<file path="src/rtl/tx_sched_pkg.sv">
// Shared types and arithmetic helpers for the XGMII transmit scheduler.
// Length/gap rules are expressed in bytes and converted to 8-byte XGMII cycles.
package tx_sched_pkg;

   typedef enum logic [1:0] {
      ST_IDLE = 2'd0,
      ST_REQ  = 2'd1,
      ST_SEND = 2'd2,
      ST_GAP  = 2'd3
   } tx_state_e;

   localparam int unsigned XGMII_BYTES    = 8;
   localparam int unsigned PREAMBLE_BYTES = 8;
   localparam logic [29:0] GAP_CYC_MAX    = 30'h2000_0000;

   function automatic logic [15:0] clamp_len(input logic [15:0] len, input logic [15:0] min_len);
      logic [15:0] res;
      if (len < min_len) begin
         res = min_len;
      end else begin
         res = len;
      end
      return res;
   endfunction

   // Frame occupancy in cycles, preamble/SFD included, rounded up.
   function automatic logic [13:0] frame_cycles(input logic [16:0] len);
      logic [16:0] sum;
      sum = len + 17'(PREAMBLE_BYTES) + 17'(XGMII_BYTES - 1);
      return sum[16:3];
   endfunction

   function automatic logic [29:0] gap_cycles(input logic [31:0] ifg, input logic [32:0] min_ifg);
      logic [32:0] gap_b;
      logic [32:0] sum;
      logic [29:0] cyc;
      gap_b = ({1'b0, ifg} < min_ifg) ? min_ifg : {1'b0, ifg};
      sum   = gap_b + 33'(XGMII_BYTES - 1);
      cyc   = sum[32:3];
      if (cyc > GAP_CYC_MAX) begin
         cyc = GAP_CYC_MAX;
      end else if (cyc == 30'd0) begin
         cyc = 30'd1;
      end else begin
         cyc = cyc;
      end
      return cyc;
   endfunction

   function automatic logic [31:0] sat_add32(input logic [31:0] a, input logic [31:0] b);
      logic [32:0] sum;
      sum = {1'b0, a} + {1'b0, b};
      return sum[32] ? 32'hFFFF_FFFF : sum[31:0];
   endfunction

endpackage

</file>
<file path="src/rtl/tx_rate_stats.sv">
// tx_rate_stats: one-second window of accepted frames and frame bits.
// A handshake in the wrap cycle is counted in the new window.
module tx_rate_stats
   import tx_sched_pkg::*;
#(
   parameter int unsigned CLK_HZ = 156_250_000
) (
   input  logic        sys_clk,
   input  logic        sys_rst_n,
   input  logic        frame_acc,
   input  logic [18:0] frame_bits,
   output logic [31:0] tx_pps,
   output logic [31:0] tx_throughput
);

   localparam int unsigned     WIN_W    = (CLK_HZ > 1) ? $clog2(CLK_HZ) : 1;
   localparam logic [WIN_W-1:0] WIN_LAST = WIN_W'(CLK_HZ - 1);

   logic [WIN_W-1:0] win_r;
   logic [31:0]      frm_acc_r;
   logic [31:0]      bit_acc_r;
   logic [31:0]      pps_r;
   logic [31:0]      thr_r;
   logic             wrap_s;
   logic [31:0]      bits_s;

   assign wrap_s = (win_r == WIN_LAST);
   assign bits_s = {13'd0, frame_bits};

   // Window counter, saturating accumulators and the published snapshot.
   always_ff @(posedge sys_clk or negedge sys_rst_n) begin
      if (!sys_rst_n) begin
         win_r     <= '0;
         frm_acc_r <= 32'd0;
         bit_acc_r <= 32'd0;
         pps_r     <= 32'd0;
         thr_r     <= 32'd0;
      end else if (wrap_s) begin
         win_r     <= '0;
         pps_r     <= frm_acc_r;
         thr_r     <= bit_acc_r;
         frm_acc_r <= frame_acc ? 32'd1 : 32'd0;
         bit_acc_r <= frame_acc ? bits_s : 32'd0;
      end else begin
         win_r <= win_r + WIN_W'(1);
         if (frame_acc) begin
            frm_acc_r <= sat_add32(frm_acc_r, 32'd1);
            bit_acc_r <= sat_add32(bit_acc_r, bits_s);
         end
      end
   end

   assign tx_pps        = pps_r;
   assign tx_throughput = thr_r;

endmodule

</file>
<file path="src/rtl/tx_frame_sched.sv">
// tx_frame_sched: paces start requests for one XGMII TX frame generator.
// Per-second statistics are built only when TX_SCHED_STATS_EN is defined.
module tx_frame_sched
   import tx_sched_pkg::*;
#(
   parameter int unsigned CLK_HZ  = 156_250_000,
   parameter int unsigned MIN_LEN = 64,
   parameter int unsigned MIN_IFG = 12
) (
   input  logic        sys_clk,
   input  logic        sys_rst_n,
   input  logic        tx_enable,
   input  logic [15:0] tx_frame_len,
   input  logic [31:0] tx_inter_frame_gap,
   output logic        frame_req,
   input  logic        frame_ack,
   output logic [15:0] frame_len_o,
   output logic [31:0] frame_seq,
   output logic        busy,
   output logic [31:0] tx_pps,
   output logic [31:0] tx_throughput
);

   tx_state_e   state_r;
   tx_state_e   state_s;
   logic [29:0] cnt_r;
   logic [29:0] cnt_s;
   logic [29:0] gap_cyc_r;
   logic [15:0] len_r;
   logic [31:0] ifg_r;
   logic [31:0] seq_r;
   logic        frame_req_r;
   logic        busy_r;
   logic        hs_s;
   logic        load_cfg_s;
   logic [13:0] frame_cyc_s;
   logic [29:0] gap_cyc_s;

   assign hs_s        = frame_req_r & frame_ack;
   assign load_cfg_s  = (state_s == ST_REQ) && (state_r != ST_REQ);
   assign frame_cyc_s = frame_cycles({1'b0, len_r});
   assign gap_cyc_s   = gap_cycles(ifg_r, 33'(MIN_IFG));

   // Next-state and cycle-counter decode.
   always_comb begin
      state_s = state_r;
      cnt_s   = cnt_r;
      case (state_r)
         ST_IDLE: begin
            if (tx_enable) begin
               state_s = ST_REQ;
            end else begin
               state_s = ST_IDLE;
            end
         end
         ST_REQ: begin
            if (hs_s) begin
               if (frame_cyc_s == 14'd1) begin
                  state_s = ST_GAP;
                  cnt_s   = gap_cyc_s - 30'd1;
               end else begin
                  state_s = ST_SEND;
                  cnt_s   = 30'(frame_cyc_s) - 30'd2;
               end
            end else if (!tx_enable) begin
               state_s = ST_IDLE;
            end else begin
               state_s = ST_REQ;
            end
         end
         ST_SEND: begin
            if (cnt_r == 30'd0) begin
               state_s = ST_GAP;
               cnt_s   = gap_cyc_r - 30'd1;
            end else begin
               cnt_s = cnt_r - 30'd1;
            end
         end
         ST_GAP: begin
            if (cnt_r == 30'd0) begin
               state_s = tx_enable ? ST_REQ : ST_IDLE;
            end else begin
               cnt_s = cnt_r - 30'd1;
            end
         end
         default: begin
            state_s = ST_IDLE;
            cnt_s   = 30'd0;
         end
      endcase
   end

   // State, counter and registered request/busy outputs.
   always_ff @(posedge sys_clk or negedge sys_rst_n) begin
      if (!sys_rst_n) begin
         state_r     <= ST_IDLE;
         cnt_r       <= 30'd0;
         frame_req_r <= 1'b0;
         busy_r      <= 1'b0;
      end else begin
         state_r     <= state_s;
         cnt_r       <= cnt_s;
         frame_req_r <= (state_s == ST_REQ);
         busy_r      <= (state_s != ST_IDLE);
      end
   end

   // Configuration is captured on entry to REQ so the offered frame stays stable.
   always_ff @(posedge sys_clk or negedge sys_rst_n) begin
      if (!sys_rst_n) begin
         len_r <= 16'd0;
         ifg_r <= 32'd0;
      end else if (load_cfg_s) begin
         len_r <= clamp_len(tx_frame_len, 16'(MIN_LEN));
         ifg_r <= tx_inter_frame_gap;
      end
   end

   // Gap length and sequence number advance on the handshake.
   always_ff @(posedge sys_clk or negedge sys_rst_n) begin
      if (!sys_rst_n) begin
         gap_cyc_r <= 30'd0;
         seq_r     <= 32'd0;
      end else if (hs_s) begin
         gap_cyc_r <= gap_cyc_s;
         seq_r     <= seq_r + 32'd1;
      end
   end

   assign frame_req   = frame_req_r;
   assign busy        = busy_r;
   assign frame_len_o = len_r;
   assign frame_seq   = seq_r;

`ifdef TX_SCHED_STATS_EN
   tx_rate_stats #(
      .CLK_HZ (CLK_HZ)
   ) u_stats (
      .sys_clk       (sys_clk),
      .sys_rst_n     (sys_rst_n),
      .frame_acc     (hs_s),
      .frame_bits    ({len_r, 3'b000}),
      .tx_pps        (tx_pps),
      .tx_throughput (tx_throughput)
   );
`else
   assign tx_pps        = 32'd0;
   assign tx_throughput = 32'd0;
`endif

endmodule

</file>
<file path="config.mk">
export PLATFORM = sky130hd
export DESIGN_NAME = tx_frame_sched
export DESIGN_NICKNAME = d
export VERILOG_FILES = /design/src/rtl/tx_sched_pkg.sv /design/src/rtl/tx_rate_stats.sv /design/src/rtl/tx_frame_sched.sv
export SDC_FILE = /design/constraint.sdc
export NUM_CORES = 1
export LEC_CHECK = 0
export CELL_PAD_IN_SITES_DETAIL_PLACEMENT = 0
export CELL_PAD_IN_SITES_GLOBAL_PLACEMENT = 1
export CORE_MARGIN = 5
export CORE_UTILIZATION = 41
export CTS_BUF_LIST = sky130_fd_sc_hd__clkbuf_4 sky130_fd_sc_hd__clkbuf_8 sky130_fd_sc_hd__clkbuf_16
export DETAILED_ROUTE_END_ITERATION = 16
export PLACE_DENSITY_LB_ADDON = 0.2
export SLEW_MARGIN = 20
export SYNTH_ARGS = -nofsm -noshare
export SYNTH_HDL_FRONTEND = slang
export SYNTH_SLANG_ARGS = --single-unit
export TNS_END_PERCENT = 20
</file>
<file path="constraint.sdc">
create_clock -name sys_clk -period 5.8 [get_ports sys_clk]
set_input_delay 1.16 -clock sys_clk [delete_from_list [all_inputs] [get_ports sys_clk]]
set_output_delay 1.16 -clock sys_clk [all_outputs]
set_load 0.01 [all_outputs]
</file>
Yosys cells after proc, flatten, opt, wreduce, memory -nomap -nowiden
Index checks and enable logic that the tools add are counted.
{ "word_totals": {"out_inout_bits": 114, "elab_cells": 50, "ff_bits": 144, "inputBits": 52} }
{ "op_classes": {"n_mux": 15, "magnitude_cmp": 3, "eq_ne": 8, "n_reduce_logical": 7, "add_sub_neg": 8, "n_bitwise": 1} }
{ "ops": {"columns": ["op", "count"], "rows": [
  ["30-bit 2-to-1 mux", 6],
  ["30-bit one-hot mux with 3 select lines", 1],
  ["30-bit by 1-bit subtractor with 30-bit output, second input constant", 3],
  ["30-bit logical NOT", 2],
  ["32-bit by 3-bit adder with 33-bit output, second input constant", 1],
  ["32-bit by 1-bit adder with 32-bit output, second input constant", 1],
  ["32-bit by 4-bit < comparator with 1-bit output, second input constant", 1],
  ["32-bit 2-to-1 mux", 1],
  ["30-bit greater-than comparator, second input constant", 1],
  ["16-bit by 4-bit adder with 17-bit output, second input constant", 1],
  ["17-bit by 3-bit adder with 17-bit output, second input constant", 1],
  ["16-bit by 7-bit < comparator with 1-bit output, second input constant", 1],
  ["16-bit 2-to-1 mux", 1],
  ["14-bit by 2-bit subtractor with 15-bit output, second input constant", 1],
  ["14-bit by 1-bit equality test with 1-bit output, second input constant", 1],
  ["2-bit one-hot mux with 4 select lines", 1],
  ["2-bit 2-to-1 mux", 3],
  ["2-bit by 1-bit equality test with 1-bit output, second input constant", 2],
  ["2-bit equality test, second input constant", 2],
  ["2-bit != test, second input constant", 2],
  ["3-bit AND reduction", 1],
  ["3-bit nonzero test", 1],
  ["2-bit logical NOT", 1],
  ["1-bit 2-to-1 mux", 2],
  ["other kinds (4)", 4]
]} }

Logic depth before layout (Yosys ltp)
{ "depth": {"ltp_word": 10, "ltp_mapped": 14, "ltp_nobuf": 13} }

Worst setup path after synthesis
Ideal clock, no wire load.
{ "synth_path": {"kind": "reg2reg", "start": "register ifg_r[18]", "end": "register cnt_r[28]", "required_ns": 5.668, "stages_incl_launch_ff": 14, "path_slack_ns": 1.557, "path_buffers": 1, "arrival_ns": 4.111, "path_cell_list": "dfrtp_1 clkbuf_1 or2_2 or4_1 nor4_2 or3_1 ha_1 or3b_2 mux2i_1 o21ai_2 a221oi_4 mux2i_1 nor3_1 or3b_1"} }
{ "synth_between": {"elab_chain_len": 10, "word_cells_on_any_way": 11} }
{ "synth_rtl": {"columns": ["item", "line_no", "rtl"], "rows": [
  ["start: declaration", "tx_frame_sched.sv:30", "logic [31:0] ifg_r;"],
  ["start signal: assignment", "tx_frame_sched.sv:115", "ifg_r <= tx_inter_frame_gap;"],
  ["32-bit by 4-bit < comparator with 1-bit output", "tx_sched_pkg.sv:37", "gap_b = ({1'b0, ifg} < min_ifg) ? min_ifg : {1'b0, ifg};"],
  ["32-bit 2-to-1 mux *", "tx_sched_pkg.sv:37", null],
  ["32-bit by 3-bit adder with 33-bit output *", "tx_sched_pkg.sv:38", "sum = gap_b + 33'(XGMII_BYTES - 1);"],
  ["parallel branches: the longest is 2 deep, another holds 30-bit greater-than comparator", null, null],
  ["30-bit 2-to-1 mux *", "tx_sched_pkg.sv:40", "if (cyc > GAP_CYC_MAX) begin"],
  ["30-bit by 1-bit subtractor with 30-bit output *", "tx_frame_sched.sv:60", "cnt_s = gap_cyc_s - 30'd1;"],
  ["30-bit 2-to-1 mux *", "tx_frame_sched.sv:58", "if (frame_cyc_s == 14'd1) begin"],
  ["30-bit 2-to-1 mux *", "tx_frame_sched.sv:57", "if (hs_s) begin"],
  ["30-bit one-hot mux with 3 select lines *", "tx_frame_sched.sv:48", "case (state_r)"],
  ["end signal: assignment", "tx_frame_sched.sv:102", "cnt_r <= cnt_s;"],
  ["end: declaration", "tx_frame_sched.sv:26", "logic [29:0] cnt_r;"]
]} }
Mark *: on every way between the ends. The select of a mux whose other input is x is not followed.
A chain may end at the register's enable or synchronous reset.

Worst setup path after layout
Ends and elaborated chain as after synthesis.

==> qor.csv <==
stage,metric,value,unit
clock_tree,cts_hold_buf,0,
setup_path,crit_arrival,4.79,ns
power_and_ir_drop,switchingPower,2117,µW
power_and_ir_drop,p_int,2954,µW
layout,fin_nets,1194,
run_status,status,finished clean,
yosys,synth_area_leaders,"dfrtp_1 38%, xnor2_1 5.6%, xor2_1 5.5%",
place,dp_hpwl,18910,µm
route,wire_per_inst,17.98,µm
route,wl,25770,µm
clock_tree,cts_setup_buffers,0,
route,drt-pass1-iter-count,5,
yosys,syn_area,9444,µm²
setup_path,cp_cell_sequence,or2_2 -> or4_1 -> nor4_2 -> buf_4 -> or3_1 -> ha_1 -> or3b_2 -> mux2i_1 -> o21ai_2 -> a221oi_4 -> mux2i_1 -> nor3_1 -> or3b_1,
setup_path,cp_slowest_cell,or3b_2,
yosys,ys_ff_latch,144,
sta,min_period,4.491,ns
setup_path,required,6.10,ns
clock_tree,post_cts_resized,0,
setup_path,worst_setup_path_start_kind,flop,
route,drc,0,
power_and_ir_drop,p_seq_share,38.1,%
sta,timing.fmax,222.7,MHz
setup_path,worstRegToRegCells,13,
global_route,grt_first_pass_wirelength,41120,µm
power_and_ir_drop,combPwrFrac,39.5,%
global_route,grt_max_degree,104,
floorplanning,core_region_area,22640,µm²
clock_tree,cts-root-buf,clkbuf_16,
route,drt_iter0_drc,669,
route,vias,7867,
yosys,synth_adder_area_share,0.7949,%
setup_path,path_common_cell,mux2i_1,
global_route,met1_usage,28.70,%
yosys,yosys.cell_count.top_type,dfrtp_1,
power_and_ir_drop,p_clk_share,22.4,%
global_route,met3_usage,3.882,%
global_route,grt_pass1_vias,7490,
yosys,yosysSeqAreaShare,38.16,%
yosys,synth.avg_cell_area,8.935,µm²
power_and_ir_drop,irDropWorstVdd,237.3,µV
clock_tree,clock_latency,0.42,ns
clock_tree,clk_path_buf_depth,2,
floorplanning,design.die.area,26170,µm²
clock_tree,cts_buffers,17,
power_and_ir_drop,power_density,456.5,nW/µm²
yosys,synth_top_family_by_area,simple AND/OR/NAND/NOR gates,
setup_path,slowest_delay,0.48,ns
job,max_cap_violations,0,
sta,timing.hold.ws,0.4683,ns
sta,worstMarginPinSlew,1.042,ns
yosys,synth_edf_count,0,
clock_tree,cts_htree_levels,4,
place,gp_congestion,0.8959,
layout,syn_to_final_growth,17.61,%
layout,n_antenna_cell,0,
power_and_ir_drop,leakage,0.004426,µW
yosys,synth.distinct_cells,72,
floorplanning,die_h,161.8,µm
sta,fin_crit_sh,77.42,%
worst_hold_path,hp-start,frame_seq[31],
yosys,synth_xor_area_share,11.04,%
floorplanning,rows,55,
yosys,synth_top_area_cell,dfrtp_1,
yosys,yosys.area.top_type_share,38.16,%
yosys,synth_flop_cell,dfrtp_1,
setup_path,crit_buf_inv,1,
sta,slew_headroom,30.32,%
yosys,synth-compound-area-share,13.84,%
sta,drv_slew,0,
power_and_ir_drop,switching_share,41.74,%
global_route,overflow,0,
setup_path,timing.rr.start,ifg_r[18],
route,viasPerCell,5.490,
global_route,use_met2,29.72,%
yosys,synth_simple_gate_area_share,22.34,%
yosys,yosys-top-cells-count,"144 x dfrtp_1, 126 x nand2_1, 79 x o21ai_0, 72 x nor2_1, 64 x buf_4",
yosys,synth_cells,1057,
setup_path,path_class,flop to flop,
yosys,ys_async_sr_fraction,100.0,%
yosys,synth_mux_area_share,5.949,%
clock_tree,cts.sinks,144,
floorplanning,io_pins,166,
setup_path,r2r_setup_slack,1.31,ns
setup_path,critPathTopFamily,simple AND/OR/NAND/NOR gates,
worst_hold_path,worst_hold_path.endpoint,frame_seq[31],
layout,fill_cells,2153,
place,io_buffers,101,
sta,hold_viol_final,0,
worst_hold_path,hp-class,flop to flop,
sta,setup_viol,0,
setup_path,critical_path.endpoint_type,flop,
floorplanning,die_w,161.8,µm
setup_path,rr_endpoint,cnt_r[28],
layout,drive_above_1_share,9.495,%
global_route,grt_antenna_before_repair,0,
clock_tree,clk_pin_slew,0.06,ns
global_route,gr-max-usage-layer,met2,
clock_tree,cts_tree,built,
worst_hold_path,holdPathStages,1,
route,postRouteAntennaNets,0,
sta,rsz0062_at_grt,no,
floorplanning,start_util,41.71,%
sta,setup_tns,0,ns
setup_path,path_max_fanout,8,
global_route,grtUsageTotal,19.62,%
yosys,synth_warnings,0,
sta,fin_skew,0.009586,ns
## worst register-to-register path: stages (launching register included)
cell      delay (ns)
dfrtp_1         0.47
or2_2           0.35
or4_1           0.46
nor4_2          0.26
buf_4           0.20
or3_1           0.17
ha_1            0.26
or3b_2          0.48
mux2i_1         0.37
o21ai_2         0.22
a221oi_4        0.40
mux2i_1         0.29
nor3_1          0.07
or3b_1          0.35
## sequential cells by signal, summed over array words and instances (netlist names)
name         cells
gap_cyc_r       30
frame_req        1
cnt_r           30
state_r          2
frame_seq       32
frame_len_o     16
ifg_r           32
busy             1
## layout make-up
cell class	instances	area (µm²)	area share, %
Clock buffer	18	432.9	3.898
Clock inverter	13	163.9	1.476
Inverter	12	45.04	0.4055
Multi-Input combinational cell	847	5375	48.39
Sequential cell	144	3603	32.44
Tap cell	285	356.6	3.211
Timing Repair Buffer	114	1130	10.17
## cell families (layout without fill, tap and decap cells)
family / count (synthesis) / after routing
buffers and inverters: 129 / 157
adders and majority gates: 6 / 6
AOI/OAI and AO/OA: 192 / 192
and+or+nand+nor: 415 / 415
xor gates and xnor gates: 119 / 119
other: 1 / 64
DFF: 144 / 144
muxes: 51 / 51
## worst max path at each step
stage | from | to | slack (ns) | depth (start not counted)
floorplan | ifg_r[18] | cnt_r[28] | 1.56 | 13
global placement | ifg_r[18] | cnt_r[28] | 1.42 | 13
detailed placement | ifg_r[18] | cnt_r[28] | 1.32 | 13
CTS | ifg_r[18] | cnt_r[28] | 1.28 | 13
global route | ifg_r[18] | cnt_r[28] | 1.12 | 13
finish | ifg_r[18] | cnt_r[28] | 1.31 | 13
## per-layer routing
metal / share of wire [%] / vias to the layer above
met5: 0 / -
met4: 1.4 / 0
met3: 6.4 / 23
met2: 44 / 264
met1: 49 / 3728
li1: - / 3852
## power groups by stage
| stage | Clock (µW) | Sequential (µW) | Combinational, µW |
|---|---|---|---|
| finish | 1140 | 1930 | 2000 |
| global route | 1210 | 2010 | 2220 |
| CTS | 1160 | 1920 | 2000 |
| detailed placement | 0 | 1940 | 1990 |
| global placement | 0 | 1920 | 1990 |
| floorplan | 0 | 1710 | 1520 |
## through the flow
stage               instances  utilization [%]  setup WS [ns]  cell area [µm²]  power [µW]
finish                   1433            49.06          1.309            11110        5071
CTS                      1432            48.91          1.285            11070        5080
floorplan                1120                -          1.557             9681        3227
global placement         1401            46.27          1.423            10480        3915
detailed placement       1401            46.27          1.323            10480        3928
global route             1433            49.06          1.115            11110        5437
## cell usage in the layout, fill, tap and decap left out, types with 6 or more instances in the layout
cell	instances
or2_2	6
or4_1	12
o211ai_1	12
o221ai_1	6
nor2_1	72
ha_1	6
a31oi_1	9
clkbuf_16	17
nand3_1	31
xor2_1	59
conb_1	64
mux2_2	41
a21oi_1	20
xnor2_1	60
clkdlybuf4s50_1	100
mux2i_1	10
dfrtp_1	144
nand4_1	17
nand3b_1	9
nand2b_1	6
or3_1	22
nor3_1	34
buf_4	12
inv_1	11
o21ai_0	79
nand2_1	125
nor4_1	28
and3_1	17
Power figures use the tool's default switching activity.
